### src/rtl/armleocpu_mmu_pkg.sv
// ============================================================================
// Module      : armleocpu_mmu_pkg
// Description : Shared widths, PTE bit positions and walker states for the MMU.
// Revision    : 1.0 - initial release
// ============================================================================
`default_nettype none

package armleocpu_mmu_pkg;

    localparam int PHYS_W = 22;
    localparam int VPN_W  = 20;
    localparam int TAG_W  = 8;

    localparam int PTE_V = 0;
    localparam int PTE_R = 1;
    localparam int PTE_W = 2;
    localparam int PTE_X = 3;
    localparam int PTE_U = 4;
    localparam int PTE_G = 5;
    localparam int PTE_A = 6;
    localparam int PTE_D = 7;

    // Bare mode grants D A - - X W R V so the requester sees a fully permitted page
    localparam logic [TAG_W-1:0] BARE_TAG = 8'hCF;

    typedef enum logic [2:0] {
        IDLE    = 3'd0,
        FLUSH   = 3'd1,
        LOOKUP  = 3'd2,
        PTE1    = 3'd3,
        PTE0    = 3'd4,
        REFILL  = 3'd5,
        RESPOND = 3'd6
    } ptw_state_t;

endpackage

`default_nettype wire

### src/rtl/armleocpu_ptw_pte_check.sv
// ============================================================================
// Module      : armleocpu_ptw_pte_check
// Description : Combinational Sv32 PTE validity/leaf decode and PPN formation.
// Revision    : 1.0 - initial release
// ============================================================================
`default_nettype none

module armleocpu_ptw_pte_check
    import armleocpu_mmu_pkg::*;
(
    input  logic [31:0]       pte_i,
    input  logic              level_i,
    input  logic [9:0]        vpn_lo_i,
    input  logic              mem_error_i,
    output logic              fault_o,
    output logic              leaf_o,
    output logic [PHYS_W-1:0] phys_o
);

    logic w_leaf;
    logic w_misaligned;

    always_comb begin
        w_leaf       = pte_i[PTE_R] | pte_i[PTE_X];
        // A megapage must not carry low PPN bits
        w_misaligned = level_i & w_leaf & (|pte_i[19:10]);
        fault_o      = mem_error_i
                     | ~pte_i[PTE_V]
                     | (~pte_i[PTE_R] & pte_i[PTE_W])
                     | (~w_leaf & ~level_i)
                     | w_misaligned;
        leaf_o       = w_leaf;
        phys_o       = level_i ? {pte_i[31:20], vpn_lo_i} : pte_i[31:10];
    end

endmodule

`default_nettype wire

### src/rtl/armleocpu_ptw.sv
// ============================================================================
// Module      : armleocpu_ptw
// Description : Sv32 page-table walker sequencing TLB lookup, refill and flush.
// Revision    : 1.0 - initial release
// ============================================================================
`default_nettype none

module armleocpu_ptw
    import armleocpu_mmu_pkg::*;
(
    input  logic              clk,
    input  logic              rst_n,
    input  logic              req,
    input  logic [VPN_W-1:0]  req_vpn,
    input  logic              flush,
    input  logic              satp_mode,
    input  logic [PHYS_W-1:0] satp_ppn,
    output logic              resp_done,
    output logic              resp_fault,
    output logic [TAG_W-1:0]  resp_accesstag,
    output logic [PHYS_W-1:0] resp_phys,
    output logic              flush_done,
    output logic              tlb_enable,
    output logic              tlb_resolve,
    output logic              tlb_invalidate,
    output logic              tlb_write,
    output logic [VPN_W-1:0]  tlb_virtual_address,
    input  logic              tlb_miss,
    input  logic              tlb_done,
    input  logic [TAG_W-1:0]  tlb_accesstag_r,
    input  logic [PHYS_W-1:0] tlb_phys_r,
    output logic [VPN_W-1:0]  tlb_virtual_address_w,
    output logic [TAG_W-1:0]  tlb_accesstag_w,
    output logic [PHYS_W-1:0] tlb_phys_w,
    output logic              mem_read,
    output logic [33:0]       mem_address,
    input  logic              mem_done,
    input  logic              mem_error,
    input  logic [31:0]       mem_rdata
);

    ptw_state_t        state_q, state_d;
    logic              resp_done_q, resp_done_d;
    logic              resp_fault_q, resp_fault_d;
    logic [TAG_W-1:0]  resp_tag_q, resp_tag_d;
    logic [PHYS_W-1:0] resp_phys_q, resp_phys_d;
    logic              flush_done_q, flush_done_d;
    logic              tlb_enable_q, tlb_enable_d;
    logic              tlb_resolve_q, tlb_resolve_d;
    logic              tlb_invalidate_q, tlb_invalidate_d;
    logic              tlb_write_q, tlb_write_d;
    logic [VPN_W-1:0]  vpn_q, vpn_d;
    logic [TAG_W-1:0]  tag_w_q, tag_w_d;
    logic [PHYS_W-1:0] phys_w_q, phys_w_d;
    logic              mem_read_q, mem_read_d;
    logic [33:0]       mem_addr_q, mem_addr_d;

    logic              w_fault;
    logic              w_leaf;
    logic [PHYS_W-1:0] w_phys;

    armleocpu_ptw_pte_check u_pte_check (
        .pte_i       (mem_rdata),
        .level_i     (state_q == PTE1),
        .vpn_lo_i    (vpn_q[9:0]),
        .mem_error_i (mem_error),
        .fault_o     (w_fault),
        .leaf_o      (w_leaf),
        .phys_o      (w_phys)
    );

    always_comb begin
        state_d          = state_q;
        resp_done_d      = 1'b0;
        flush_done_d     = 1'b0;
        tlb_enable_d     = 1'b0;
        tlb_resolve_d    = 1'b0;
        tlb_invalidate_d = 1'b0;
        tlb_write_d      = 1'b0;
        mem_read_d       = 1'b0;
        resp_fault_d     = resp_fault_q;
        resp_tag_d       = resp_tag_q;
        resp_phys_d      = resp_phys_q;
        vpn_d            = vpn_q;
        tag_w_d          = tag_w_q;
        phys_w_d         = phys_w_q;
        mem_addr_d       = mem_addr_q;

        case (state_q)
            IDLE: begin
                if (flush) begin
                    state_d          = FLUSH;
                    tlb_invalidate_d = 1'b1;
                end else if (req && !satp_mode) begin
                    state_d      = RESPOND;
                    resp_done_d  = 1'b1;
                    resp_fault_d = 1'b0;
                    resp_tag_d   = BARE_TAG;
                    resp_phys_d  = {2'b00, req_vpn};
                end else if (req) begin
                    state_d       = LOOKUP;
                    tlb_enable_d  = 1'b1;
                    tlb_resolve_d = 1'b1;
                    vpn_d         = req_vpn;
                end
            end
            // RESPOND doubles as the pulse cycle for flush_done, keeping a held flush out of IDLE
            FLUSH: begin
                state_d      = RESPOND;
                flush_done_d = 1'b1;
            end
            LOOKUP: begin
                if (tlb_done && !tlb_miss) begin
                    state_d      = RESPOND;
                    resp_done_d  = 1'b1;
                    resp_fault_d = 1'b0;
                    resp_tag_d   = tlb_accesstag_r;
                    resp_phys_d  = tlb_phys_r;
                end else if (tlb_done) begin
                    state_d    = PTE1;
                    mem_read_d = 1'b1;
                    mem_addr_d = {satp_ppn, vpn_q[19:10], 2'b00};
                end else begin
                    tlb_enable_d  = 1'b1;
                    tlb_resolve_d = 1'b1;
                end
            end
            PTE1, PTE0: begin
                if (!mem_done) begin
                    mem_read_d = 1'b1;
                end else if (w_fault) begin
                    state_d      = RESPOND;
                    resp_done_d  = 1'b1;
                    resp_fault_d = 1'b1;
                    resp_tag_d   = '0;
                    resp_phys_d  = '0;
                end else if (w_leaf) begin
                    state_d     = REFILL;
                    tlb_write_d = 1'b1;
                    tag_w_d     = mem_rdata[7:0];
                    phys_w_d    = w_phys;
                end else begin
                    // Only reachable from PTE1: a pointer at PTE0 decodes as a fault
                    state_d    = PTE0;
                    mem_read_d = 1'b1;
                    mem_addr_d = {mem_rdata[31:10], vpn_q[9:0], 2'b00};
                end
            end
            REFILL: begin
                state_d      = RESPOND;
                resp_done_d  = 1'b1;
                resp_fault_d = 1'b0;
                resp_tag_d   = tag_w_q;
                resp_phys_d  = phys_w_q;
            end
            RESPOND: state_d = IDLE;
            default: state_d = IDLE;
        endcase
    end

    always_ff @(posedge clk or negedge rst_n) begin
        if (!rst_n) begin
            state_q          <= IDLE;
            resp_done_q      <= 1'b0;
            resp_fault_q     <= 1'b0;
            resp_tag_q       <= '0;
            resp_phys_q      <= '0;
            flush_done_q     <= 1'b0;
            tlb_enable_q     <= 1'b0;
            tlb_resolve_q    <= 1'b0;
            tlb_invalidate_q <= 1'b0;
            tlb_write_q      <= 1'b0;
            vpn_q            <= '0;
            tag_w_q          <= '0;
            phys_w_q         <= '0;
            mem_read_q       <= 1'b0;
            mem_addr_q       <= '0;
        end else begin
            state_q          <= state_d;
            resp_done_q      <= resp_done_d;
            resp_fault_q     <= resp_fault_d;
            resp_tag_q       <= resp_tag_d;
            resp_phys_q      <= resp_phys_d;
            flush_done_q     <= flush_done_d;
            tlb_enable_q     <= tlb_enable_d;
            tlb_resolve_q    <= tlb_resolve_d;
            tlb_invalidate_q <= tlb_invalidate_d;
            tlb_write_q      <= tlb_write_d;
            vpn_q            <= vpn_d;
            tag_w_q          <= tag_w_d;
            phys_w_q         <= phys_w_d;
            mem_read_q       <= mem_read_d;
            mem_addr_q       <= mem_addr_d;
        end
    end

    assign resp_done             = resp_done_q;
    assign resp_fault            = resp_fault_q;
    assign resp_accesstag        = resp_tag_q;
    assign resp_phys             = resp_phys_q;
    assign flush_done            = flush_done_q;
    assign tlb_enable            = tlb_enable_q;
    assign tlb_resolve           = tlb_resolve_q;
    assign tlb_invalidate        = tlb_invalidate_q;
    assign tlb_write             = tlb_write_q;
    assign tlb_virtual_address   = vpn_q;
    assign tlb_virtual_address_w = vpn_q;
    assign tlb_accesstag_w       = tag_w_q;
    assign tlb_phys_w            = phys_w_q;
    assign mem_read              = mem_read_q;
    assign mem_address           = mem_addr_q;

endmodule

`default_nettype wire

### config.mk
export PLATFORM = sky130hd
export DESIGN_NAME = armleocpu_ptw
export DESIGN_NICKNAME = d
export VERILOG_FILES = /design/src/rtl/armleocpu_mmu_pkg.sv /design/src/rtl/armleocpu_ptw_pte_check.sv /design/src/rtl/armleocpu_ptw.sv
export SDC_FILE = /design/constraint.sdc
export NUM_CORES = 1
export LEC_CHECK = 0
export ABC_AREA = 1
export CAP_MARGIN = 0
export CORE_AREA = 2 2 115 162
export CTS_BUF_LIST = sky130_fd_sc_hd__clkbuf_8
export DETAILED_ROUTE_END_ITERATION = 10
export DIE_AREA = 0 0 117 164
export HOLD_SLACK_MARGIN = 0.05
export PLACE_DENSITY = 0.67
export SKIP_CTS_REPAIR_TIMING = 1
export SYNTH_ARGS = -nofsm -noshare
export SYNTH_HDL_FRONTEND = slang
export SYNTH_SLANG_ARGS = --single-unit
### constraint.sdc
create_clock -name clk -period 1.4 [get_ports clk]
set_input_delay 0.21 -clock clk [delete_from_list [all_inputs] [get_ports clk]]
set_output_delay 0.21 -clock clk [all_outputs]
set_load 0.005 [all_outputs]
After elaboration in Yosys (flattened, before gate mapping)
Index checks and enable logic that the tools add are counted.
{ "totals": {"regBits": 124, "inputBits": 113, "output_inout_bits": 142, "wordCells": 120} }
{ "classes": {"eq_ne": 16, "reduce_logical": 15, "bitwise": 16, "muxes": 59} }
{ "ops": {"columns": ["operator", "n"], "rows": [
  ["$mux W34", 5],
  ["$mux W22", 5],
  ["$pmux W22 S4", 1],
  ["$pmux W34 S2", 1],
  ["$mux W8", 5],
  ["$pmux W8 S4", 1],
  ["$mux W1", 28],
  ["$mux W3", 6],
  ["$ne A2 B2 Y1 const B", 8],
  ["$pmux W3 S4", 1],
  ["$reduce_and A6 Y1", 2],
  ["$mux W10", 1],
  ["$reduce_or A10 Y1", 1],
  ["$pmux W1 S4", 2],
  ["$reduce_and A4 Y1", 2],
  ["$not A1 Y1", 7],
  ["$eq A3 B2 Y1 const B", 2],
  ["$eq A3 B3 Y1 const B", 2],
  ["$or A1 B1 Y1", 5],
  ["$and A1 B1 Y1", 4],
  ["$ne A4 B4 Y1 const B", 1],
  ["$pmux W1 S2", 2],
  ["$reduce_bool A4 Y1", 1],
  ["$reduce_or A2 Y1", 2],
  ["9 further kinds", 11]
]} }

Logic depth before layout (Yosys ltp)
{ "logic_depth": {"depth_word": 8, "mapped_depth": 11} }

Cells and area by module
From an unflattened synthesis, not the netlist that was laid out.
{ "hier_totals": {"hier_cells": 842, "area_unflattened_um2": 6311.1} }
{ "modules_own_cells": {"columns": ["module", "seq_area_each_um2", "area_per_inst_um2", "cells_each", "instances"], "rows": [
  ["armleocpu_ptw", 3052.9, 6022.0, 781, 1],
  ["armleocpu_ptw_pte_check", 0.0, 289.0, 61, 1]
]} }

Worst setup path after synthesis
OpenSTA, ideal clock, no wires.
{ "synth_path": {"kind": "reg2reg", "from": "reg state_q[0]", "to": "reg mem_addr_q[10], in the netlist mem_address[10]", "required_ps": 1284, "synth_period_minus_slack_ps": 1595, "t_arrival_ps": 1478, "n_path_buf": 1, "setup_time_ps": 116, "slack_ps": -195, "path_stages_with_launch": 10, "cell_sequence": "dfrtp_1 -> nor2_2 -> nand2_2 -> inv_2 -> o21ai_1 -> nor2_2 -> nand2_2 -> buf_2 -> nand2_1 -> nand2_1"} }
{ "synth_via": {"elab_chain_cells": 7} }
{ "synth_rtl": {"columns": ["item", "line", "text"], "rows": [
  ["start, declared", "armleocpu_ptw.sv:42", "ptw_state_t state_q, state_d;"],
  ["start signal, assigned", "armleocpu_ptw.sv:179", "state_q <= state_d;"],
  ["$eq A3 B2 Y1", "armleocpu_ptw.sv:64, armleocpu_ptw.sv:89", null],
  ["$not A1 Y1", "armleocpu_ptw_pte_check.sv:30", "| (~w_leaf & ~level_i)"],
  ["$and A1 B1 Y1", "armleocpu_ptw_pte_check.sv:30", null],
  ["$or A1 B1 Y1", "armleocpu_ptw_pte_check.sv:30", null],
  ["$or A1 B1 Y1", "armleocpu_ptw_pte_check.sv:31", "| w_misaligned;"],
  ["$ne A2 B2 Y1 (no source line)", null, null],
  ["$reduce_and A6 Y1 (no source line)", null, null],
  ["end signal, assigned", "armleocpu_ptw.sv:193", "mem_addr_q <= mem_addr_d;"],
  ["end, declared", "armleocpu_ptw.sv:56", "logic [33:0] mem_addr_q, mem_addr_d;"]
]} }
Several ways; a longest one is shown, not always the timed one.
A chain may end at the register's enable or synchronous reset.

Worst setup path in the final report
{ "layout_path": {"from": "reg state_q[2]", "to": "reg mem_addr_q[12], in the netlist mem_address[12]"} }
The elaborated chain is that of the path after synthesis.

==> impl_metrics.env <==
export IMPL_cp_max_fo=6
export IMPL_die_y_um=164
export IMPL_cts_reportedPaths_clkPinSlew_ns=0.07
export IMPL_dieArea_sq_mm=0.0192
export IMPL_io_buffers=250
export IMPL_ir_worst_vdd_mv=0.883
export IMPL_yosysSeqAreaShare=0.499
export IMPL_gr_total_overflow=0
export IMPL_vias=6771
export IMPL_layout_drive_gt1_share=0.274
export IMPL_powerDensity_mw_per_mm2=2170
export IMPL_multi_input_area_sq_mm=0.00298
export IMPL_place_gp_congestion=0.868
export IMPL_status="complete, but fails checks"
export IMPL_worstReg2RegEnd="mem_address[12]"
export IMPL_avgSynthCellArea_sq_um=7.61
export IMPL_start_util=0.344
export IMPL_ioPinCount=255
export IMPL_diodes=0
export IMPL_hp_class="in -> async"
export IMPL_violations="setup timing"
export IMPL_finalInstanceArea_sq_mm=0.0115
export IMPL_cp_cell_sequence="buf_6 > nor2_4 > nand2_4 > inv_8 > o21ai_4 > nor2_4 > nand2_4 > clkbuf_16 > nand2_2 > nand2_1"
export IMPL_synth_cells=804
export IMPL_worstPathRequired_ns=1.74
export IMPL_drv_slew=0
export IMPL_synth_top_cells_by_count="nand2_1, dfrtp_1, nand3_1"
export IMPL_cp_num_buf_inv=3
export IMPL_rsz0062_at_grt="yes"
export IMPL_routed_wirelength_um=25500
export IMPL_fin_skew_ns=0.0109
export IMPL_fin_crit_ns=1.73
export IMPL_nets=1284
export IMPL_fin_crit_sh=1.24
export IMPL_cts_max_level=4
export IMPL_synth_cell_types=27
export IMPL_p_total_uw=24900
export IMPL_cts_tree="built"
export IMPL_die_x_um=117
export IMPL_drt_iter0_drc=410
export IMPL_synth_top_area_share=0.499
export IMPL_start_kind="flop"
export IMPL_dp_hpwl_um=17200
export IMPL_place_area_sq_mm=0.00932
export IMPL_fmax_mhz=577
export IMPL_slowest_delay_ns=0.42
export IMPL_drt_pass1_iterations=5
export IMPL_clk_latency_ns=0.46
export IMPL_synth_seq_cells=122
export IMPL_grt_pass1_wl_um=33500
export IMPL_wl_per_cell_um=17.9
export IMPL_worstSetupPathType="reg -> reg"
export IMPL_final_hold_viol_count=0
export IMPL_synth_most_common_cell="nand2_1"
export IMPL_synth_area_sq_mm=0.00612
export IMPL_critPathSlowestCell="dfrtp_2"
export IMPL_cp_top_family="simple AND/OR/NAND/NOR gates"
export IMPL_syn_to_final_growth_pct=87.2
export IMPL_fin_ws_ns=-0.334
export IMPL_path_depth=10
export IMPL_end_kind="flop"
export IMPL_core_area_sq_mm=0.0178
export IMPL_synthFlopType="dfrtp_1"
export IMPL_setup_violations=122
export IMPL_n_fill_cell=1486
export IMPL_rrSetupSlack_ns=-0.33
export IMPL_p_leak_uw=0.00745
export IMPL_ys_top_cells_by_area="dfrtp_1, nand2_1, nand3_1"
export IMPL_regArea_sq_mm=0.00307
export IMPL_pre_cts_slack_ns=-0.613
export IMPL_cap_viol_max_count=0
export IMPL_critPathArrivalTime_ns=2.08
export IMPL_async_flop_share=1.00
export IMPL_drc=0
export IMPL_via_per_inst=4.76
export IMPL_cts_buffers=17
export IMPL_synth_edf_count=0
export IMPL_clk_path_buf_depth=2
export IMPL_antenna_found_initial=0
export IMPL_cts_root_buf="clkbuf_8"
export IMPL_grt_max_degree=45
export IMPL_groute_usage_overall=0.235
export IMPL_final_util=0.645
export IMPL_grt_pass1_vias=6155
export IMPL_fin_setup_tns_ns=-29.95
export IMPL_yosys_warnings=0
export IMPL_rows=58
export IMPL_cp_startpoint="state_q[2]"
export IMPL_yosys_area_top_type="dfrtp_1"
export IMPL_r2r_cells=10
export IMPL_crit_end="mem_address[12]"
export IMPL_cts_sink_count=122
export IMPL_ant_nets=0
export IMPL_rr_startpoint="state_q[2]"
[how the worst min path moves through the flow]
stage,from,end,slack [ns],depth (start not counted)
after detailed placement,rst_n,mem_address[28],0.15,1
after CTS,rst_n,mem_address[21],-0.34,1
after global routing,rst_n,mem_address[28],0.25,2
after global placement,rst_n,mem_address[28],0.15,1
final,rst_n,mem_address[28],0.23,2
after floorplan,rst_n,flush_done,-0.09,0
[sequential cells by signal (all words and copies together), names as in the netlist, 3 cells and up]
signal	count
mem_address	32
resp_phys	22
tlb_phys_w	22
tlb_virtual_address	20
resp_accesstag	8
tlb_accesstag_w	8
state_q	3
[placed cells by master (no fill, tap or decap), drive strengths merged, types with 2 or more instances in the layout]
master,synthesis,routed
dlymetal6s2s,0,138
nand3,79,79
clkdlybuf4s50,0,110
nor2,17,17
clkinv,0,3
buf,49,152
clkinvlp,0,3
mux2i,10,10
inv,53,55
o21ai,60,60
clkbuf,16,32
o21bai,20,20
dfrtp,122,122
a22o,4,4
bufinv,0,2
conb,1,2
nand2,366,366
[per-stage QoR]
| stage | instances | hold WS (ns) |
|---|---|---|
| after floorplan | 805 | -0.0856 |
| after global placement | 1300 | 0.147 |
| after detailed placement | 1300 | 0.146 |
| after CTS | 1331 | -0.343 |
| after global routing | 1423 | 0.246 |
| final | 1423 | 0.229 |
[layout make-up]
class,count,area share
Inverter,53,0.0186
Tap cell,240,0.0262
Sequential cell,122,0.268
Timing Repair Buffer,412,0.393
Multi-Input combinational cell,565,0.260
Clock inverter,10,0.00884
Clock buffer,21,0.0252
[per-layer routing]
metal  share of wire  wire (um)  global-route usage  vias to the layer above
li1                -          -                   -                     3259
met1            0.38       9660               0.276                     3171
met2            0.52      13300               0.412                      287
met3           0.064       1640              0.0517                       54
met4           0.034        876              0.0920                        0
met5               0          0                   0                        -
[logic make-up after synthesis]
kind of cell,share of synthesized area
other,0.000613
buffers and inverters,0.0920
multiplexers,0.0164
AND/OR/NAND/NOR,0.308
AO/OA/AOI/OAI,0.0838
flip-flops,0.499
[worst reg2reg max path: stages, from the launching register on]
cell and delay, ns:
dfrtp_2 0.42, buf_6 0.13, nor2_4 0.18, nand2_4 0.12
inv_8 0.10, o21ai_4 0.06, nor2_4 0.17, nand2_4 0.14
clkbuf_16 0.20, nand2_2 0.05, nand2_1 0.05
[power breakdown]
| part | switching, uW | internal (uW) |
|---|---|---|
| Combinational | 7470 | 8050 |
| Sequential | 1100 | 5070 |
| Clock | 1440 | 1730 |
Power figures use the tool's default switching activity.
